## config.mk

```make
export PLATFORM = sky130hd
export DESIGN_NAME = hashcore_seq
export DESIGN_NICKNAME = d
export VERILOG_FILES = /design/src/rtl/hashcore_pkg.sv /design/src/rtl/hashcore_seq_fifo.sv /design/src/rtl/hashcore_seq.sv
export SDC_FILE = /design/constraint.sdc
export NUM_CORES = 1
export LEC_CHECK = 0
export ABC_AREA = 0
export CAP_MARGIN = 20
export CORE_MARGIN = 2
export CORE_UTILIZATION = 60
export CTS_BUF_LIST = sky130_fd_sc_hd__clkbuf_8
export CTS_CLUSTER_DIAMETER = 120
export CTS_CLUSTER_SIZE = 25
export DETAILED_ROUTE_END_ITERATION = 6
export MAX_ROUTING_LAYER = met4
export PLACE_DENSITY = 0.95
export SYNTH_ARGS = -nofsm -noshare
export SYNTH_HDL_FRONTEND = slang
export SYNTH_SLANG_ARGS = --single-unit
```

## constraint.sdc

```tcl
create_clock -name hash_clk -period 7.7 [get_ports hash_clk]
set_clock_uncertainty 0.2 [all_clocks]
set_input_delay 1.54 -clock hash_clk [delete_from_list [all_inputs] [get_ports hash_clk]]
set_output_delay 1.54 -clock hash_clk [all_outputs]
set_load 0.005 [all_outputs]
```

## src/rtl/hashcore_pkg.sv

```systemverilog
`default_nettype none
// ============================================================================
// Module  : hashcore_pkg
// Brief   : Shared types and default constants for the nonce sequencer.
// Revision: 1.0 - initial release
// ============================================================================
package hashcore_pkg;

  // Sequencer state: waiting for first load, hashing, range exhausted
  typedef enum logic [1:0] {
    ST_IDLE = 2'd0,
    ST_RUN  = 2'd1,
    ST_DONE = 2'd2
  } state_e;

  localparam int DEFAULT_PERIOD      = 19;
  localparam int DEFAULT_PREFIX_BITS = 5;
  localparam int NONCE_W             = 32;

endpackage
`default_nettype wire

```

## src/rtl/hashcore_seq_fifo.sv

```systemverilog
`default_nettype none
// ============================================================================
// Module  : gn_fifo
// Brief   : Synchronous golden-nonce FIFO, DEPTH x 32, with occupancy level.
//           A push into a full FIFO is accepted when a pop happens alongside.
// Revision: 1.0 - initial release
// ============================================================================
module gn_fifo
  import hashcore_pkg::*;
#(
  parameter int DEPTH = 4
) (
  input  logic                   clk,
  input  logic                   rst,
  input  logic                   push,
  input  logic [NONCE_W-1:0]     push_data,
  input  logic                   pop,
  output logic [NONCE_W-1:0]     head,
  output logic                   full,
  output logic                   empty,
  output logic [$clog2(DEPTH):0] level
);

  localparam int             AW       = $clog2(DEPTH);
  localparam logic [AW:0]    LVL_FULL = (AW+1)'(DEPTH);

  logic [AW-1:0]        wr_ptr_q, wr_ptr_d;
  logic [AW-1:0]        rd_ptr_q, rd_ptr_d;
  logic [AW:0]          level_q, level_d;
  logic [NONCE_W-1:0]   mem_q [DEPTH];
  logic                 do_push, do_pop;

  // Handshake qualification and next pointer/level computation
  always_comb begin
    empty    = (level_q == '0);
    full     = (level_q == LVL_FULL);
    do_pop   = pop & ~empty;
    do_push  = push & (~full | do_pop);
    wr_ptr_d = wr_ptr_q + AW'(do_push);
    rd_ptr_d = rd_ptr_q + AW'(do_pop);
    level_d  = level_q + (AW+1)'(do_push) - (AW+1)'(do_pop);
  end

  // Pointer and occupancy registers; pointers wrap since DEPTH is a power of two
  always_ff @(posedge clk) begin
    if (rst) begin
      wr_ptr_q <= '0;
      rd_ptr_q <= '0;
      level_q  <= '0;
    end else begin
      wr_ptr_q <= wr_ptr_d;
      rd_ptr_q <= rd_ptr_d;
      level_q  <= level_d;
    end
  end

  // Storage array; contents need no reset because empty masks the head
  always_ff @(posedge clk) begin
    if (do_push) begin
      mem_q[wr_ptr_q] <= push_data;
    end
  end

  assign head  = empty ? '0 : mem_q[rd_ptr_q];
  assign level = level_q;

endmodule
`default_nettype wire

```

## src/rtl/hashcore_seq.sv

```systemverilog
`default_nettype none
// ============================================================================
// Module  : hashcore_seq
// Brief   : Nonce sequencer for one external BLAKE midstate core, with a
//           golden-nonce FIFO and optional stop-at-wrap range exhaustion.
// Revision: 1.0 - initial release
// ============================================================================
module hashcore_seq
  import hashcore_pkg::*;
#(
  parameter int PERIOD       = DEFAULT_PERIOD,
  parameter int PREFIX_BITS  = DEFAULT_PREFIX_BITS,
  parameter int FIFO_DEPTH   = 4,
  parameter int STOP_AT_WRAP = 0
) (
  input  logic                                    hash_clk,
  input  logic                                    reset,
  input  logic                                    shift,
  input  logic [NONCE_W-1:0]                      init_nonce,
  input  logic [((PREFIX_BITS > 0) ? PREFIX_BITS : 1)-1:0] core_id,
  input  logic                                    gn_match,
  output logic                                    start,
  output logic [NONCE_W-1:0]                      nonce,
  output logic [NONCE_W-1:0]                      gn_data,
  output logic                                    gn_valid,
  input  logic                                    gn_ready,
  output logic [$clog2(FIFO_DEPTH):0]             gn_level,
  output logic                                    gn_overflow,
  output logic                                    exhausted,
  output logic                                    busy
);

  localparam int              CNT_W   = NONCE_W - PREFIX_BITS;
  localparam int              PH_W    = $clog2(PERIOD + 1);
  localparam logic [PH_W-1:0] PH_ONE  = PH_W'(1);
  localparam logic [PH_W-1:0] PH_LAST = PH_W'(PERIOD);
  localparam bit              STOP    = (STOP_AT_WRAP != 0);

  state_e            state_q, state_d;
  logic [PH_W-1:0]   phase_q, phase_d;
  logic [CNT_W-1:0]  cnt_q, cnt_d;
  logic              shift_d_q, shift_d_d;
  logic              start_q, start_d;
  logic              exhausted_q, exhausted_d;
  logic              overflow_q, overflow_d;
  logic              load;
  logic              push_req;
  logic              fifo_full, fifo_empty;
  logic              unused_inputs;

  // Upper init_nonce bits are replaced by the prefix; core_id is idle with no prefix
  assign unused_inputs = ^{init_nonce, core_id};

  assign load = shift_d_q & ~shift;

  // Next-state logic: load from any state, phase stepping, sampling and wrap
  always_comb begin
    shift_d_d   = shift;
    state_d     = state_q;
    phase_d     = phase_q;
    cnt_d       = cnt_q;
    start_d     = 1'b0;
    exhausted_d = exhausted_q;
    overflow_d  = overflow_q;
    push_req    = 1'b0;
    if (load) begin
      cnt_d       = init_nonce[CNT_W-1:0];
      state_d     = ST_RUN;
      phase_d     = '0;
      exhausted_d = 1'b0;
      overflow_d  = 1'b0;
    end else if (state_q == ST_RUN) begin
      if (shift) begin
        // Loader is rewriting the core: abandon the in-flight hash
        phase_d = '0;
      end else begin
        start_d = (phase_q == PH_ONE);
        if (phase_q == PH_LAST) begin
          push_req = gn_match;
          if (push_req && fifo_full && !gn_ready) begin
            overflow_d = 1'b1;
          end
          if (STOP && (&cnt_q)) begin
            state_d     = ST_DONE;
            exhausted_d = 1'b1;
            phase_d     = '0;
          end else begin
            cnt_d   = cnt_q + CNT_W'(1);
            phase_d = PH_ONE;
          end
        end else begin
          phase_d = phase_q + PH_ONE;
        end
      end
    end
  end

  // Sequencer state registers with synchronous reset
  always_ff @(posedge hash_clk) begin
    if (reset) begin
      state_q     <= ST_IDLE;
      phase_q     <= '0;
      cnt_q       <= '0;
      shift_d_q   <= 1'b0;
      start_q     <= 1'b0;
      exhausted_q <= 1'b0;
      overflow_q  <= 1'b0;
    end else begin
      state_q     <= state_d;
      phase_q     <= phase_d;
      cnt_q       <= cnt_d;
      shift_d_q   <= shift_d_d;
      start_q     <= start_d;
      exhausted_q <= exhausted_d;
      overflow_q  <= overflow_d;
    end
  end

  generate
    if (PREFIX_BITS > 0) begin : g_prefix
      assign nonce = {core_id, cnt_q};
    end else begin : g_no_prefix
      assign nonce = cnt_q;
    end
  endgenerate

  gn_fifo #(
    .DEPTH (FIFO_DEPTH)
  ) u_gn_fifo (
    .clk       (hash_clk),
    .rst       (reset),
    .push      (push_req),
    .push_data (nonce),
    .pop       (gn_ready),
    .head      (gn_data),
    .full      (fifo_full),
    .empty     (fifo_empty),
    .level     (gn_level)
  );

  assign gn_valid    = ~fifo_empty;
  assign gn_overflow = overflow_q;
  assign exhausted   = exhausted_q;
  assign start       = start_q;
  assign busy        = (state_q == ST_RUN);

endmodule
`default_nettype wire
```

==> results.toml <==
[detailed_routing]
drt_iter0_markers = 561
drcViolationCount = 0
wirelength_microns = 16900
wl_per_cell_microns = 22.1
ant_nets = 0
post_drt_via_cell_ratio = 6.37
first_pass_iters = 5
route.vias.total = 4875

[synthesis]
synth_warnings = 0
postSynthCellCount = 502
syn_area_sq_um = 7270
yosys.area.top_type = "edfxtp_1"
syn_nets = 552
synthArstFlopShare_pct = 0
ys_types = 55
syn_avg_cell_area_sq_um = 14.5
yosys.area.top_type_share_pct = 52.9
synth_top_flop_cell = "edfxtp_1"
ys_seq_area_share_pct = 64.7
ys_ff_latch = 171
ys_top_cells_by_area = "edfxtp_1 53%, dfxtp_1 12%, mux4_2 9.9%"
synth_edf_count = 128

[sta]
finalHoldViolCount = 0
fin_crit_ns = 4.52
maxClockFrequency_mhz = 221
worst_pin_slew_ns = 0.958
setup_viol = 0
tns_ns = 0
post-route-period-util_pct = 58.6
relSlewSlack_pct = 36.0
rsz0062_at_grt = "no"
report.final.slew_viol_count = 0

[pwr]
powerDensity_nw_per_um2 = 259
p_leak_nw = 2.89
vdd_ir_drop_max_mv = 0.157

[placement]
routabilityCongestion = 0.827
numPortBuffers = 107
placed_area_sq_um = 8470
dpl.hpwl_microns = 10800

[status]
status = "complete, no violations"

[clock_tree]
cts_resized = 0
path_clk_slew_ns = 0.08
clockBufferDepth = 2
htree_num_levels = 4
numCtsBuffers = 17
cts.sinks = 171
cts_root_buffer = "clkbuf_8"
cts_setup_buffers = 0
cts_hold_buffers = 0
clkLatencyLatePin_ns = 0.46
cts_tree = "built"

[global_route]
grt_max_degree = 54
grt_pass1_wl_microns = 26600
grt_use_total_pct = 28.2
grt_overflow = 0
antenna_found_initial = 0
grt_pass1_vias = 4960

[layout]
final_common_cell = "edfxtp_1"
final_area_sq_um = 8840
layout_common_cells = "128 x edfxtp_1, 107 x clkdlybuf4s50_1, 42 x dfxtp_1"
areaGrowthSynthToFinish_pct = 21.6
num_antenna_cells = 0
seq_area_sq_um = 4710
post_route_cells_drive_above_1_share_pct = 13.3
multiInputGateArea_sq_um = 2400
fillerInstances = 699
nets = 655

[setup_path]
crit_type = "reg2out"
path_max_fanout = 19
cp.required_ns = 5.96
startpoint_type = "flop"
worstSetupEndpointType = "output pin"
worstPathArrival_ns = 2.78

[floorplan]
fp.dieH_microns = 114
io_pins = 114
die_w_microns = 114
num_rows = 40
die_area_sq_um = 13000
initial_core_util_pct = 61.0
core_sq_um = 11900

[flow_run]
max_cap_violations = 0

[min_path]
min-delay-path-class = "reg2reg"
==> power by group <==
group          internal, mW  switching, mW  leakage (nW)
combinational         0.397          0.269          1.14
clock                 0.254          0.324         0.177
sequential             1.01         0.0408          1.58
total                  1.66          0.634          2.89
==> per-layer routing <==
layer  vias up  global-route usage (%)  wire, microns
li1       2153                       -              -
met1      2376                    33.6           6260
met2       284                    47.4           8640
met3        62                    5.29           1280
met4         0                    12.0            724
met5         -                       -              0
==> Yosys cell counts (5+ instances only) <==
cell type / number
o31ai_1: 8
or4_1: 11
ha_1: 7
nor2b_1: 39
o21ai_0: 11
dfxtp_1: 43
buf_4: 6
buf_2: 5
mux4_2: 32
a211oi_1: 10
a311oi_1: 10
and3_1: 8
xnor2_1: 9
or3_1: 7
clkbuf_1: 22
nor4_1: 6
nor2_1: 38
nand3_1: 12
nand4_1: 7
nand2_1: 17
nor3_1: 9
edfxtp_1: 128
inv_1: 8
==> state kept, by name, summed over array words and instances, names as in the netlist <==
register            cells
start                   1
phase_q                 5
u_gn_fifo.rd_ptr_q      2
u_gn_fifo.level         3
u_gn_fifo.mem_q       128
shift_d_q               1
u_gn_fifo.wr_ptr_q      2
cnt_q                  27
state_q                 1
gn_overflow             1
==> stage by stage <==
stage | hold WS [ns] | std cells | util, % | setup WS [ns] | power (mW)
3_3_place_gp | 0.257 | 731 | 71.0 | 2.69 | 1.72
4_1_cts | 0.288 | 764 | 74.1 | 2.93 | 2.31
3_5_place_dp | 0.260 | 732 | 71.1 | 2.46 | 1.74
2_1_floorplan | 0.261 | 502 | - | 2.37 | 1.40
6_report | 0.294 | 765 | 74.2 | 3.18 | 2.29
5_1_grt | 0.338 | 765 | 74.2 | 3.08 | 2.39
==> worst max-delay path, stage by stage (launching register included) <==
cell and delay [ns]:
dfxtp_1 0.80, buf_4 0.44, mux4_2 0.26, nor2b_1 0.26, clkdlybuf4s50_1 0.55
==> layout make-up <==
class,count,area share (%)
clock buffer,17,2.65
tap,147,2.08
clock inverter,15,1.42
sequential,171,53.2
inverter,9,0.382
multi-input combinational,288,27.1
timing repair buffer,118,13.1
==> cells by family after synthesis <==
group | after synthesis | synth area share (%)
xor+xnor | 11 | 1.33
buf+inv | 43 | 2.62
simple gates | 178 | 14.0
fa+ha+maj | 8 | 1.48
other cells | 1 | 0.0516
flops | 171 | 64.7
mux | 34 | 10.2
compound gates | 56 | 5.59
==> worst paths after layout <==
| kind | start | endpoint | slack, ns | cells after the start |
|---|---|---|---|---|
| worst max-delay path | u_gn_fifo.rd_ptr_q[1] | gn_data[2] | 3.18 | 4 |
| worst min-delay path | gn_overflow | gn_overflow | 0.29 | 2 |
| worst max register to register | phase_q[0] | u_gn_fifo.mem_q[1][16] | 4.47 | 6 |
| worst min register to register | gn_overflow | gn_overflow | 0.29 | 2 |
(Power assumes the default switching activity.)
